`src/rtl/alu_muldiv_seq.sv`:
```
// ---------------------------------------------------------------------------
// alu_muldiv_seq
//
// Multi-cycle sequencer for a 16x16 unsigned multiply and a 16/16 unsigned
// restoring divide. It does no arithmetic of its own. In every RUN cycle it
// drives the operands and opcode of the shared external ALU, then captures
// the ALU result and ZCNV flags on the same clock edge.
//
// state | meaning
// ------+-----------------------------------------------------------------
// IDLE  | waiting for start; results and CCout hold the last operation
// RUN   | one shift/add (mul) or shift/subtract (div) iteration per cycle
// DONE  | done pulse; CCout and divZero reflect the finished operation
//
// Ports:
//   clock, reset_L   rising-edge clock, asynchronous active-low reset
//   start, op        start request (sampled in IDLE), 0 = mul, 1 = div
//   srcA, srcB       multiplicand/dividend, multiplier/divisor
//   busy, done       high throughout RUN / one-cycle pulse in DONE
//   resultHi/Lo      product[31:16]/remainder, product[15:0]/quotient
//   CCout, divZero   {Z,C,N,V} of the final result, divide-by-zero flag
//   aluA/aluB/aluOp  drive to the external ALU (zero outside RUN)
//   aluOut, aluCC    combinational result and {Z,C,N,V} from the ALU
// ---------------------------------------------------------------------------
module alu_muldiv_seq #(
    parameter int WIDTH = 16
) (
    input  logic             clock,
    input  logic             reset_L,
    input  logic             start,
    input  logic             op,
    input  logic [WIDTH-1:0] srcA,
    input  logic [WIDTH-1:0] srcB,
    output logic             busy,
    output logic             done,
    output logic [WIDTH-1:0] resultHi,
    output logic [WIDTH-1:0] resultLo,
    output logic [3:0]       CCout,
    output logic             divZero,
    output logic [WIDTH-1:0] aluA,
    output logic [WIDTH-1:0] aluB,
    output logic [3:0]       aluOp,
    input  logic [WIDTH-1:0] aluOut,
    input  logic [3:0]       aluCC
);

    localparam int CW = $clog2(WIDTH);

    localparam logic [3:0] OP_PASS = 4'b0000;
    localparam logic [3:0] OP_ADD  = 4'b0010;
    localparam logic [3:0] OP_SUB  = 4'b0101;

    typedef enum logic [1:0] {
        S_IDLE = 2'd0,
        S_RUN  = 2'd1,
        S_DONE = 2'd2
    } state_t;

    state_t state, state_nxt;

    // hi_reg is P (mul) or R (div); lo_reg is Q; m_reg is M (mul) or D (div)
    logic [WIDTH-1:0] hi_reg;
    logic [WIDTH-1:0] lo_reg;
    logic [WIDTH-1:0] m_reg;
    logic [CW-1:0]    cnt;
    logic             op_reg;
    logic             dz_cur;
    logic [3:0]       cc_reg;
    logic             dz_reg;

    logic [WIDTH-1:0] sh;
    logic             ovf;
    logic             ge;
    logic [3:0]       cc_now;

    // Only Z and C are consumed from the ALU flags.
    logic unused_cc;
    assign unused_cc = &{1'b0, aluCC[1:0]};

    // Divide: shift the next dividend bit into the partial remainder. If the
    // bit shifted out of R was set, sh is really 17 bits and always >= D.
    assign sh  = {hi_reg[WIDTH-2:0], lo_reg[WIDTH-1]};
    assign ovf = hi_reg[WIDTH-1];
    // ALU C on subtract means A <= B, so A >= B is "no C, or equal (Z)".
    assign ge  = ovf | ~aluCC[2] | aluCC[3];

    always_comb begin
        cc_now = 4'b0000;
        if (op_reg) begin
            cc_now = {(lo_reg == '0), 1'b0, lo_reg[WIDTH-1], dz_cur};
        end else begin
            cc_now = {((hi_reg == '0) && (lo_reg == '0)), (hi_reg != '0),
                      hi_reg[WIDTH-1], 1'b0};
        end
    end

    always_ff @(posedge clock or negedge reset_L) begin
        if (!reset_L) begin
            state <= S_IDLE;
        end else begin
            state <= state_nxt;
        end
    end

    always_comb begin
        state_nxt = state;
        busy      = 1'b0;
        done      = 1'b0;
        aluA      = '0;
        aluB      = '0;
        aluOp     = OP_PASS;
        case (state)
            S_IDLE: begin
                if (start) begin
                    if (op && (srcB == '0)) begin
                        state_nxt = S_DONE;
                    end else begin
                        state_nxt = S_RUN;
                    end
                end
            end
            S_RUN: begin
                busy = 1'b1;
                if (op_reg) begin
                    aluA  = sh;
                    aluB  = m_reg;
                    aluOp = OP_SUB;
                end else begin
                    aluA  = hi_reg;
                    aluB  = m_reg;
                    aluOp = lo_reg[0] ? OP_ADD : OP_PASS;
                end
                if (cnt == '0) begin
                    state_nxt = S_DONE;
                end
            end
            S_DONE: begin
                done      = 1'b1;
                state_nxt = S_IDLE;
            end
            default: begin
                state_nxt = S_IDLE;
            end
        endcase
    end

    always_ff @(posedge clock or negedge reset_L) begin
        if (!reset_L) begin
            hi_reg <= '0;
            lo_reg <= '0;
            m_reg  <= '0;
            cnt    <= '0;
            op_reg <= 1'b0;
            dz_cur <= 1'b0;
            cc_reg <= 4'b0000;
            dz_reg <= 1'b0;
        end else begin
            case (state)
                S_IDLE: begin
                    if (start) begin
                        op_reg <= op;
                        cnt    <= CW'(WIDTH - 1);
                        m_reg  <= op ? srcB : srcA;
                        if (op && (srcB == '0)) begin
                            hi_reg <= srcA;
                            lo_reg <= '1;
                            dz_cur <= 1'b1;
                        end else begin
                            hi_reg <= '0;
                            lo_reg <= op ? srcA : srcB;
                            dz_cur <= 1'b0;
                        end
                    end
                end
                S_RUN: begin
                    cnt <= cnt - 1'b1;
                    if (op_reg) begin
                        // 16-bit wrap of aluOut is exact when ovf is set.
                        hi_reg <= ge ? aluOut : sh;
                        lo_reg <= {lo_reg[WIDTH-2:0], ge};
                    end else begin
                        // Carry out of the add becomes the new top bit of P.
                        hi_reg <= {aluCC[2], aluOut[WIDTH-1:1]};
                        lo_reg <= {aluOut[0], lo_reg[WIDTH-1:1]};
                    end
                end
                S_DONE: begin
                    cc_reg <= cc_now;
                    dz_reg <= dz_cur;
                end
                default: ;
            endcase
        end
    end

    assign resultHi = hi_reg;
    assign resultLo = lo_reg;
    // Flags become visible in the DONE cycle itself and are then held.
    assign CCout    = (state == S_DONE) ? cc_now : cc_reg;
    assign divZero  = (state == S_DONE) ? dz_cur : dz_reg;

endmodule

```
`config.mk`:
```
export PLATFORM = sky130hd
export DESIGN_NAME = alu_muldiv_seq
export DESIGN_NICKNAME = d
export VERILOG_FILES = /design/src/rtl/alu_muldiv_seq.sv
export SDC_FILE = /design/constraint.sdc
export NUM_CORES = 1
export LEC_CHECK = 0
export BUFFER_PORTS_ARGS = -buffer_cell sky130_fd_sc_hd__buf_2
export CAP_MARGIN = 30
export CORE_UTILIZATION = 50
export CTS_CLUSTER_SIZE = 30
export DETAILED_ROUTE_END_ITERATION = 16
export PLACE_DENSITY_LB_ADDON = 0.05
export SLEW_MARGIN = 10
export SYNTH_ARGS = -nofsm -noshare
export SYNTH_HDL_FRONTEND = slang
export SYNTH_SLANG_ARGS = --single-unit
export TNS_END_PERCENT = 20
```
`constraint.sdc`:
```
create_clock -name clock -period 6.4 [get_ports clock]
set_clock_uncertainty 0.15 [all_clocks]
set_input_delay 0.32 -clock clock [delete_from_list [all_inputs] [get_ports clock]]
set_output_delay 0.32 -clock clock [all_outputs]
set_load 0.005 [all_outputs]
```
==> out/qor_table.md, run 1 <==
| Group | Parameter | This run |
|:---|:---|:---|
| timing | Final count of hold timing violations | 18 |
| worst setup path | Worst flop-to-flop path endpoint | resultHi[3] |
| final layout | Fin nets | 587 |
| min path | Type of the tightest min-delay check | in2async |
| die | FP Rows | 31 |
| worst setup path | Data arrival time at the worst-slack endpoint | 2.38 ns |
| synthesis | Register area share after synthesis | 39.9% |
| die | Starting density of the core | 52.1% |
| die | Number of top-level design ports | 131 |
| pwr | Proportion of power drawn by flip-flops and latches | 34.1% |
| worst setup path | Kind of start point of the critical path | flop |
| place | IO Port Bufs | 127 |
| grt | Antenna violations before repair | 0 |
| grt | Aggregate global-route resource usage | 27.0% |
| pwr | Switching part of the total power | 40.6% |
| timing | Min Tclk post-route | 2.85 ns |
| synthesis | Flip-flop cell with the highest count after synthesis | sky130_fd_sc_hd__dfrtp_1 |
| clocking | Master cell of the clock root buffer | sky130_fd_sc_hd__clkbuf_8 |
| final layout | Post-synthesis to final-layout area growth | 25.4% |
| clocking | Maximum buffer depth of the clock tree | 2 |
| place | Worst slack, placed | 3.11 ns |
| status | Failing checks | hold timing |
| worst setup path | Number of cells on the worst reg-to-reg path | 5 |
| pwr | Power Dens Cells | 466 nW/um2 |
| timing | Transition time at the pin with the least slew margin | 0.989 ns |
| grt | Wire length of the first global-routing pass | 16.3 mm |
| die | Area of the die | 8000 um2 |
| grt | Peak-usage layer in the global routing report | met2 |
| pwr | Internal power | 1.33 mW |
| clocking | Total clock buffers created by CTS | 9 |
| synthesis | Post-synth EDFFs | 0 |
| final layout | Final design instance area without fill | 4790 um2 |
| routing | Wire length per cell after detailed routing | 17.2 um |
| synthesis | Per-instance average area after synthesis | 9.23 um2 |
| final layout | Fill cell total of the finished layout | 643 |
| synthesis | Synthesized instance count | 414 |
| grt | Global-route met1 utilization | 38.1% |
| grt | Grt ovf | 0 |
| worst setup path | Top fanout value on the critical path | 27 |
| clocking | TritonCTS Sinks | 61 |
| place | Final Wtd Congestion | 0.895 |
| timing | Final-layout worst hold slack | -0.0243 ns |
| clocking | H-tree depth reported by CTS | 3 |
| worst setup path | Critical path origin | state[1] |
| place | Post-DP Area | 4470 um2 |
| timing | Max-slew headroom | 34.1% |
| grt | Met3 usage | 4.71% |
| routing | Post-detailed-route DRC marker count | 0 |
| synthesis | Number of distinct library cells after synthesis | 44 |
| clocking | Skew-Pair Late Insertion Delay | 0.35 ns |
| final layout | Layout Cells excl Fill | 634 |
| synthesis | Yosys synthesis warning count | 0 |
| worst setup path | Data required, critical path | 5.93 ns |
| synthesis | Post-synthesis async set-or-reset flop share | 100% |
| worst setup path | RR Startpoint | state[1] |
| clocking | Hold bufs inserted after CTS | 0 |
| timing | Final clock period utilization by the worst path | 44.6% |
| clocking | Post-CTS Setup Repair Bufs | 0 |
| pwr | Total design power | 2.23 mW |
| pwr | Net Switching | 0.907 mW |
| pwr | Relative contribution of combinational cells to total power | 46.6% |
| status | Status | finished with violations |
| routing | Number of design-rule violations left by the first detailed-router iteration | 311 |
| worst setup path | Critical Path Sink Type | output pin |
| final layout | Final core utilization | 65.4% |
| synthesis | Total of flip-flops plus latches after synthesis | 61 |
| pwr | Static power due to leakage | 2.38 nW |
| clocking | Clock transition at the registers of the reported paths | 0.08 ns |
| die | Die width | 89.4 um |
| grt | Maximum number of pins on one net before global-route repair | 62 |
| place | Post-DP HPWL | 7.37 mm |
| clocking | Gates resized, CTS repair | 0 |
| pwr | Clock network fraction of design power | 19.4% |
| pwr | Worst IR Drop VDD | 0.225 mV |
| grt | Met2 Use GR | 42.8% |
| timing | Final WS setup | 3.55 ns |
| grt | Via count of the first global-routing pass | 3220 |
| final layout | Layout cells sized above 1 | 33.6% |
| timing | Setup repair after global routing missed its margin | false |
| routing | Average via count per standard cell | 5.80 |
| routing | Number of optimization iterations in the first detailed-route pass | 5 |
| routing | Routed wire length | 10.9 mm |
| final layout | N_diodes | 0 |
| timing | Final max-slew violation count | 0 |
| place | DP Cell Count | 613 |
| timing | Setup violation total in the final timing report | 0 |
| worst setup path | CP Class | reg2out |
| synthesis | Cell area after synthesis | 3820 um2 |
| final layout | Most frequent cells in the layout | 127 x sky130_fd_sc_hd__buf_2, 60 x sky130_fd_sc_hd__dfrtp_1, 46 x sky130_fd_sc_hd__mux2i_1, 41 x sky130_fd_sc_hd__o21ai_0, 36 x sky130_fd_sc_hd__nand2_1 |
| timing | Highest clock rate | 350 MHz |
| die | Y dimension of the die | 89.4 um |
| worst setup path | Worst setup slack for register-to-register paths | 4.04 ns |
| final layout | Most common cell after layout, fill and taps aside | sky130_fd_sc_hd__buf_2 |
| routing | DRT antenna net count | 0 |
| timing | Total negative slack | 0 ns |
| routing | Total number of vias | 3677 |
| synthesis | Syn nets | 471 |
| clocking | TritonCTS clock tree | built |
| die | Std-Cell Core Area | 7330 um2 |
| worst setup path | Worst setup path end | aluOp[0] |
| job | Maximum Capacitance Violations | 0 |
-- how the worst min path moves through the flow --
stage | from | to | slack, ns | cells after the start
final | reset_L | cc_reg[0] | -0.02 | 2
after CTS | reset_L | cc_reg[0] | 0.003 | 2
after floorplan | reset_L | cc_reg[0] | -0.13 | 0
after global placement | cc_reg[0] | cc_reg[0] | 0.30 | 2
after detailed placement | cc_reg[0] | cc_reg[0] | 0.30 | 2
after global routing | reset_L | cc_reg[2] | 0.05 | 2
-- critical path, cell delays in order, from the launching register on --
cell                       delay [ns]
sky130_fd_sc_hd__dfrtp_1         0.41
sky130_fd_sc_hd__nand2b_1        0.19
sky130_fd_sc_hd__inv_2           0.35
sky130_fd_sc_hd__and2_0          0.84
sky130_fd_sc_hd__buf_2           0.25
-- kinds of logic (layout without fill, tap and decap cells) --
group / after synthesis / count (layout) / share of synthesized area, %
buffers and inverters: 52 / 173 / 6.06
adders and majority gates: 1 / 1 / 0.327
and+or+nand+nor: 127 / 127 / 17.9
DFF: 61 / 61 / 39.9
muxes: 62 / 62 / 16.8
other: 1 / 1 / 0.0981
AOI/OAI and AO/OA: 110 / 110 / 18.9
-- power by group through the flow --
stage,clock (mW),sequential (mW),combinational (mW)
after floorplan,0,0.707,0.660
after global placement,0,0.785,0.966
after detailed placement,0,0.793,0.994
after CTS,0.437,0.785,0.998
after global routing,0.454,0.788,1.17
final,0.432,0.760,1.04
-- synth_stat cells, types with 14 or more instances --
| master | instances | area, um2 |
|---|---|---|
| sky130_fd_sc_hd__and2_1 | 18 | 113 |
| sky130_fd_sc_hd__clkbuf_1 | 19 | 71.3 |
| sky130_fd_sc_hd__o21ai_0 | 41 | 205 |
| sky130_fd_sc_hd__a222oi_1 | 16 | 160 |
| sky130_fd_sc_hd__dfrtp_1 | 61 | 1530 |
| sky130_fd_sc_hd__mux2_2 | 16 | 180 |
| sky130_fd_sc_hd__inv_1 | 19 | 71.3 |
| sky130_fd_sc_hd__a21oi_1 | 17 | 85.1 |
| sky130_fd_sc_hd__nand2_1 | 36 | 135 |
| sky130_fd_sc_hd__nor2_1 | 32 | 120 |
| sky130_fd_sc_hd__a221oi_1 | 14 | 123 |
| sky130_fd_sc_hd__mux2i_1 | 46 | 460 |
| sky130_fd_sc_hd__nor2b_1 | 15 | 93.8 |
-- final cells by class --
cell class | instances | area, um2 | area share, %
clock buffer | 9 | 124 | 2.58
tap | 99 | 124 | 2.58
multi-input combinational | 301 | 2070 | 43.1
sequential | 61 | 1530 | 31.9
inverter | 20 | 75.1 | 1.57
clock inverter | 7 | 124 | 2.58
timing repair buffer | 137 | 751 | 15.7
-- per-layer routing --
| layer | routed length [um] | up-vias |
|---|---|---|
| met1 | 4910 | 1795 |
| met3 | 753 | 11 |
| met2 | 5150 | 137 |
| met5 | 0 | - |
| li1 | - | 1734 |
| met4 | 100 | 0 |
Power figures use the tool's default switching activity.
==> run 2: changes to the inputs <==
--- a/config.mk
+++ b/config.mk
@@ -7,7 +7,7 @@
 export LEC_CHECK = 0
 export BUFFER_PORTS_ARGS = -buffer_cell sky130_fd_sc_hd__buf_2
 export CAP_MARGIN = 30
-export CORE_UTILIZATION = 50
+export CORE_UTILIZATION = 46
 export CTS_CLUSTER_SIZE = 30
 export DETAILED_ROUTE_END_ITERATION = 16
 export PLACE_DENSITY_LB_ADDON = 0.05
==> constraint.sdc (replaced) <==
create_clock -name clock -period 2.35 [get_ports clock]
set_clock_uncertainty 0.15 [all_clocks]
set_input_delay 0.1175 -clock clock [delete_from_list [all_inputs] [get_ports clock]]
set_output_delay 0.1175 -clock clock [all_outputs]
set_load 0.005 [all_outputs]
==> out/qor_table.md, run 2 (synthesized netlist as in run 1, its figures left out) <==
| Group | Parameter | This run | vs previous |
|:---|:---|:---|:---|
| status | Status | finished, final reports clean |  |
| pwr | Proportion of power drawn by flip-flops and latches | 33.2% | -0.9 points |
| grt | Antenna violations before repair | 0 | unchanged |
| pwr | Net Switching | 2.53 mW | +180% |
| final layout | Most frequent cells in the layout | 127 x sky130_fd_sc_hd__buf_2, 60 x sky130_fd_sc_hd__dfrtp_1, 48 x sky130_fd_sc_hd__dlygate4sd3_1, 46 x sky130_fd_sc_hd__mux2i_1, 41 x sky130_fd_sc_hd__o21ai_0 |  |
| min path | Number of cells traversed by the worst hold path | 3 |  |
| pwr | Worst IR Drop VDD | 0.617 mV | +170% |
| routing | Number of optimization iterations in the first detailed-route pass | 4 | -1 |
| place | Final Wtd Congestion | 0.814 | -9.1% |
| place | Post-DP HPWL | 7.95 mm | +7.9% |
| clocking | TritonCTS clock tree | built |  |
| worst setup path | Top fanout value on the critical path | 4 | -85% |
| timing | Max-slew headroom | 47.3% | +13 points |
| grt | Aggregate global-route resource usage | 28.3% | +1.3 points |
| timing | Setup repair after global routing missed its margin | false |  |
| final layout | Fin nets | 645 | +9.9% |
| clocking | Clock transition at the registers of the reported paths | 0.08 ns | about the same |
| worst setup path | RR Startpoint | resultHi[15] |  |
| worst setup path | Worst flop-to-flop path endpoint | resultHi[15] |  |
| routing | DRT antenna net count | 0 | unchanged |
| clocking | Skew-Pair Late Insertion Delay | 0.35 ns | about the same |
| die | Y dimension of the die | 93.2 um | +4.2% |
| pwr | Static power due to leakage | 2.62 nW | +10% |
| pwr | Internal power | 3.74 mW | +180% |
| final layout | Layout cells sized above 1 | 32.4% | -1.3 points |
| min path | Endpoint of the worst hold-timing path | m_reg[15] |  |
| min path | Type of the tightest min-delay check | in2reg |  |
| worst setup path | Kind of start point of the critical path | flop |  |
| worst setup path | Data arrival time at the worst-slack endpoint | 1.95 ns | -0.43 ns |
| timing | Highest clock rate | 450 MHz |  |
| die | Starting density of the core | 48.5% | -3.7 points |
| grt | Wire length of the first global-routing pass | 19.0 mm | +17% |
| clocking | Maximum buffer depth of the clock tree | 2 | unchanged |
| routing | Average via count per standard cell | 5.57 | -3.9% |
| die | Die width | 93.2 um | +4.2% |
| pwr | Clock network fraction of design power | 18.7% | -0.7 points |
| routing | Total number of vias | 3872 | +5.3% |
| timing | Final WS setup | 0.128 ns | -3.42 ns |
| pwr | Power Dens Cells | 1180 nW/um2 | +150% |
| timing | Final-layout worst hold slack | 0.00308 ns | +0.0274 ns |
| grt | Grt ovf | 0 | unchanged |
| timing | Final clock period utilization by the worst path | 94.6% |  |
| pwr | Relative contribution of combinational cells to total power | 48.1% | +1.5 points |
| clocking | Master cell of the clock root buffer | sky130_fd_sc_hd__clkbuf_8 |  |
| timing | Total negative slack | 0 ns | unchanged |
| timing | Setup violation total in the final timing report | 0 | unchanged |
| die | FP Rows | 32 | +3.2% |
| final layout | Final core utilization | 67.5% | +2.1 points |
| final layout | Most common cell after layout, fill and taps aside | sky130_fd_sc_hd__buf_2 |  |
| worst setup path | CP Class | reg2out |  |
| die | Std-Cell Core Area | 7890 um2 | +7.6% |
| pwr | Switching part of the total power | 40.4% | -0.28 points |
| pwr | Total design power | 6.26 mW | +180% |
| routing | Routed wire length | 11.8 mm | +8.1% |
| place | Worst slack, placed | 0.357 ns | -2.75 ns |
| routing | Post-detailed-route DRC marker count | 0 | unchanged |
| timing | Final max-slew violation count | 0 | unchanged |
| timing | Final count of hold timing violations | 0 | -18 |
| grt | Maximum number of pins on one net before global-route repair | 50 | -19% |
| timing | Transition time at the pin with the least slew margin | 0.789 ns | -0.199 ns |
| routing | Number of design-rule violations left by the first detailed-router iteration | 204 | -34% |
| worst setup path | Data required, critical path | 2.08 ns | -3.85 ns |
| die | Number of top-level design ports | 131 | unchanged |
| grt | Via count of the first global-routing pass | 3734 | +16% |
| final layout | N_diodes | 0 | unchanged |
| place | IO Port Bufs | 127 | unchanged |
| worst setup path | Critical Path Sink Type | output pin |  |
| die | Area of the die | 8680 um2 | +8.5% |
| worst setup path | Number of cells on the worst reg-to-reg path | 5 | unchanged |
| final layout | Post-synthesis to final-layout area growth | 39.3% |  |
| routing | Wire length per cell after detailed routing | 17.0 um | -1.4% |
| clocking | H-tree depth reported by CTS | 3 | unchanged |
| worst setup path | Worst setup slack for register-to-register paths | 0.39 ns | -3.65 ns |
| min path | Launch instance of the worst min-delay path | srcB[15] |  |
| job | Maximum Capacitance Violations | 0 | unchanged |
| clocking | Total clock buffers created by CTS | 9 | unchanged |
| timing | Min Tclk post-route | 2.22 ns |  |
| clocking | TritonCTS Sinks | 61 | unchanged |
| final layout | Fill cell total of the finished layout | 665 | +3.4% |
## run 2: cell count changes in the layout (fill, tap and decap cells not counted), sizes merged
cell | previous run | this run
dlygate4sd3 | 0 | 48
buf | 137 | 147
## run 2: worst max path at each step
stage / startpoint / to / cells after the start
after floorplan: resultHi[15] / resultHi[6] / 5
after global placement: srcB[0] / resultHi[4] / 6
after detailed placement: srcB[0] / resultHi[4] / 6
after CTS: resultHi[3] / CCout[3] / 4
after global routing: resultHi[15] / CCout[3] / 5
final: resultHi[15] / CCout[3] / 5
## run 2: area by class of cell
class	instances	area [um2]	share of cell area (%)
repair buffers	195	1270	23.8
inverters	20	75.1	1.41
flip-flops and latches	61	1530	28.7
well taps	102	128	2.40
clock inverters	7	124	2.33
clock buffers	9	124	2.33
multi-input cells	301	2080	39.1
## run 2: routing by layer
metal / track usage [%] / share of wire, % / up-vias
li1: - / - / 1851
met1: 39.9 / 46 / 1870
met2: 44.4 / 48 / 131
met3: 4.55 / 5.1 / 20
met4: 9.23 / 1.6 / 0
met5: 0 / 0 / -
## run 2: repair_timing
item | CTS | global route
hold endpoints to repair | 78 | 0
buffers inserted | 0 | 0
setup endpoints to repair | 0 | 1
hold buffers | 48 | 0
resized for setup | 0 | 2
## run 2: power by group through the flow
stage / Clock, mW / Sequential [mW] / Combinational [mW]
6_report: 1.17 / 2.08 / 3.01
5_1_grt: 1.23 / 2.15 / 3.35
4_1_cts: 1.19 / 2.06 / 3.01
3_5_place_dp: 0 / 2.08 / 2.92
3_3_place_gp: 0 / 2.06 / 2.86
2_1_floorplan: 0 / 1.93 / 1.80
## run 2: per-stage QoR
stage,std cells,cell area (um2)
6_report,695,5320
5_1_grt,695,5320
4_1_cts,695,5310
3_5_place_dp,631,4580
3_3_place_gp,631,4580
2_1_floorplan,414,3820
## run 2: critical path, cell delays in order (launching register included)
cell                      delay (ns)
sky130_fd_sc_hd__dfrtp_1        0.41
sky130_fd_sc_hd__buf_4          0.16
sky130_fd_sc_hd__nor4_1         0.28
sky130_fd_sc_hd__a41oi_1        0.27
sky130_fd_sc_hd__o31ai_2        0.32
sky130_fd_sc_hd__buf_2          0.16
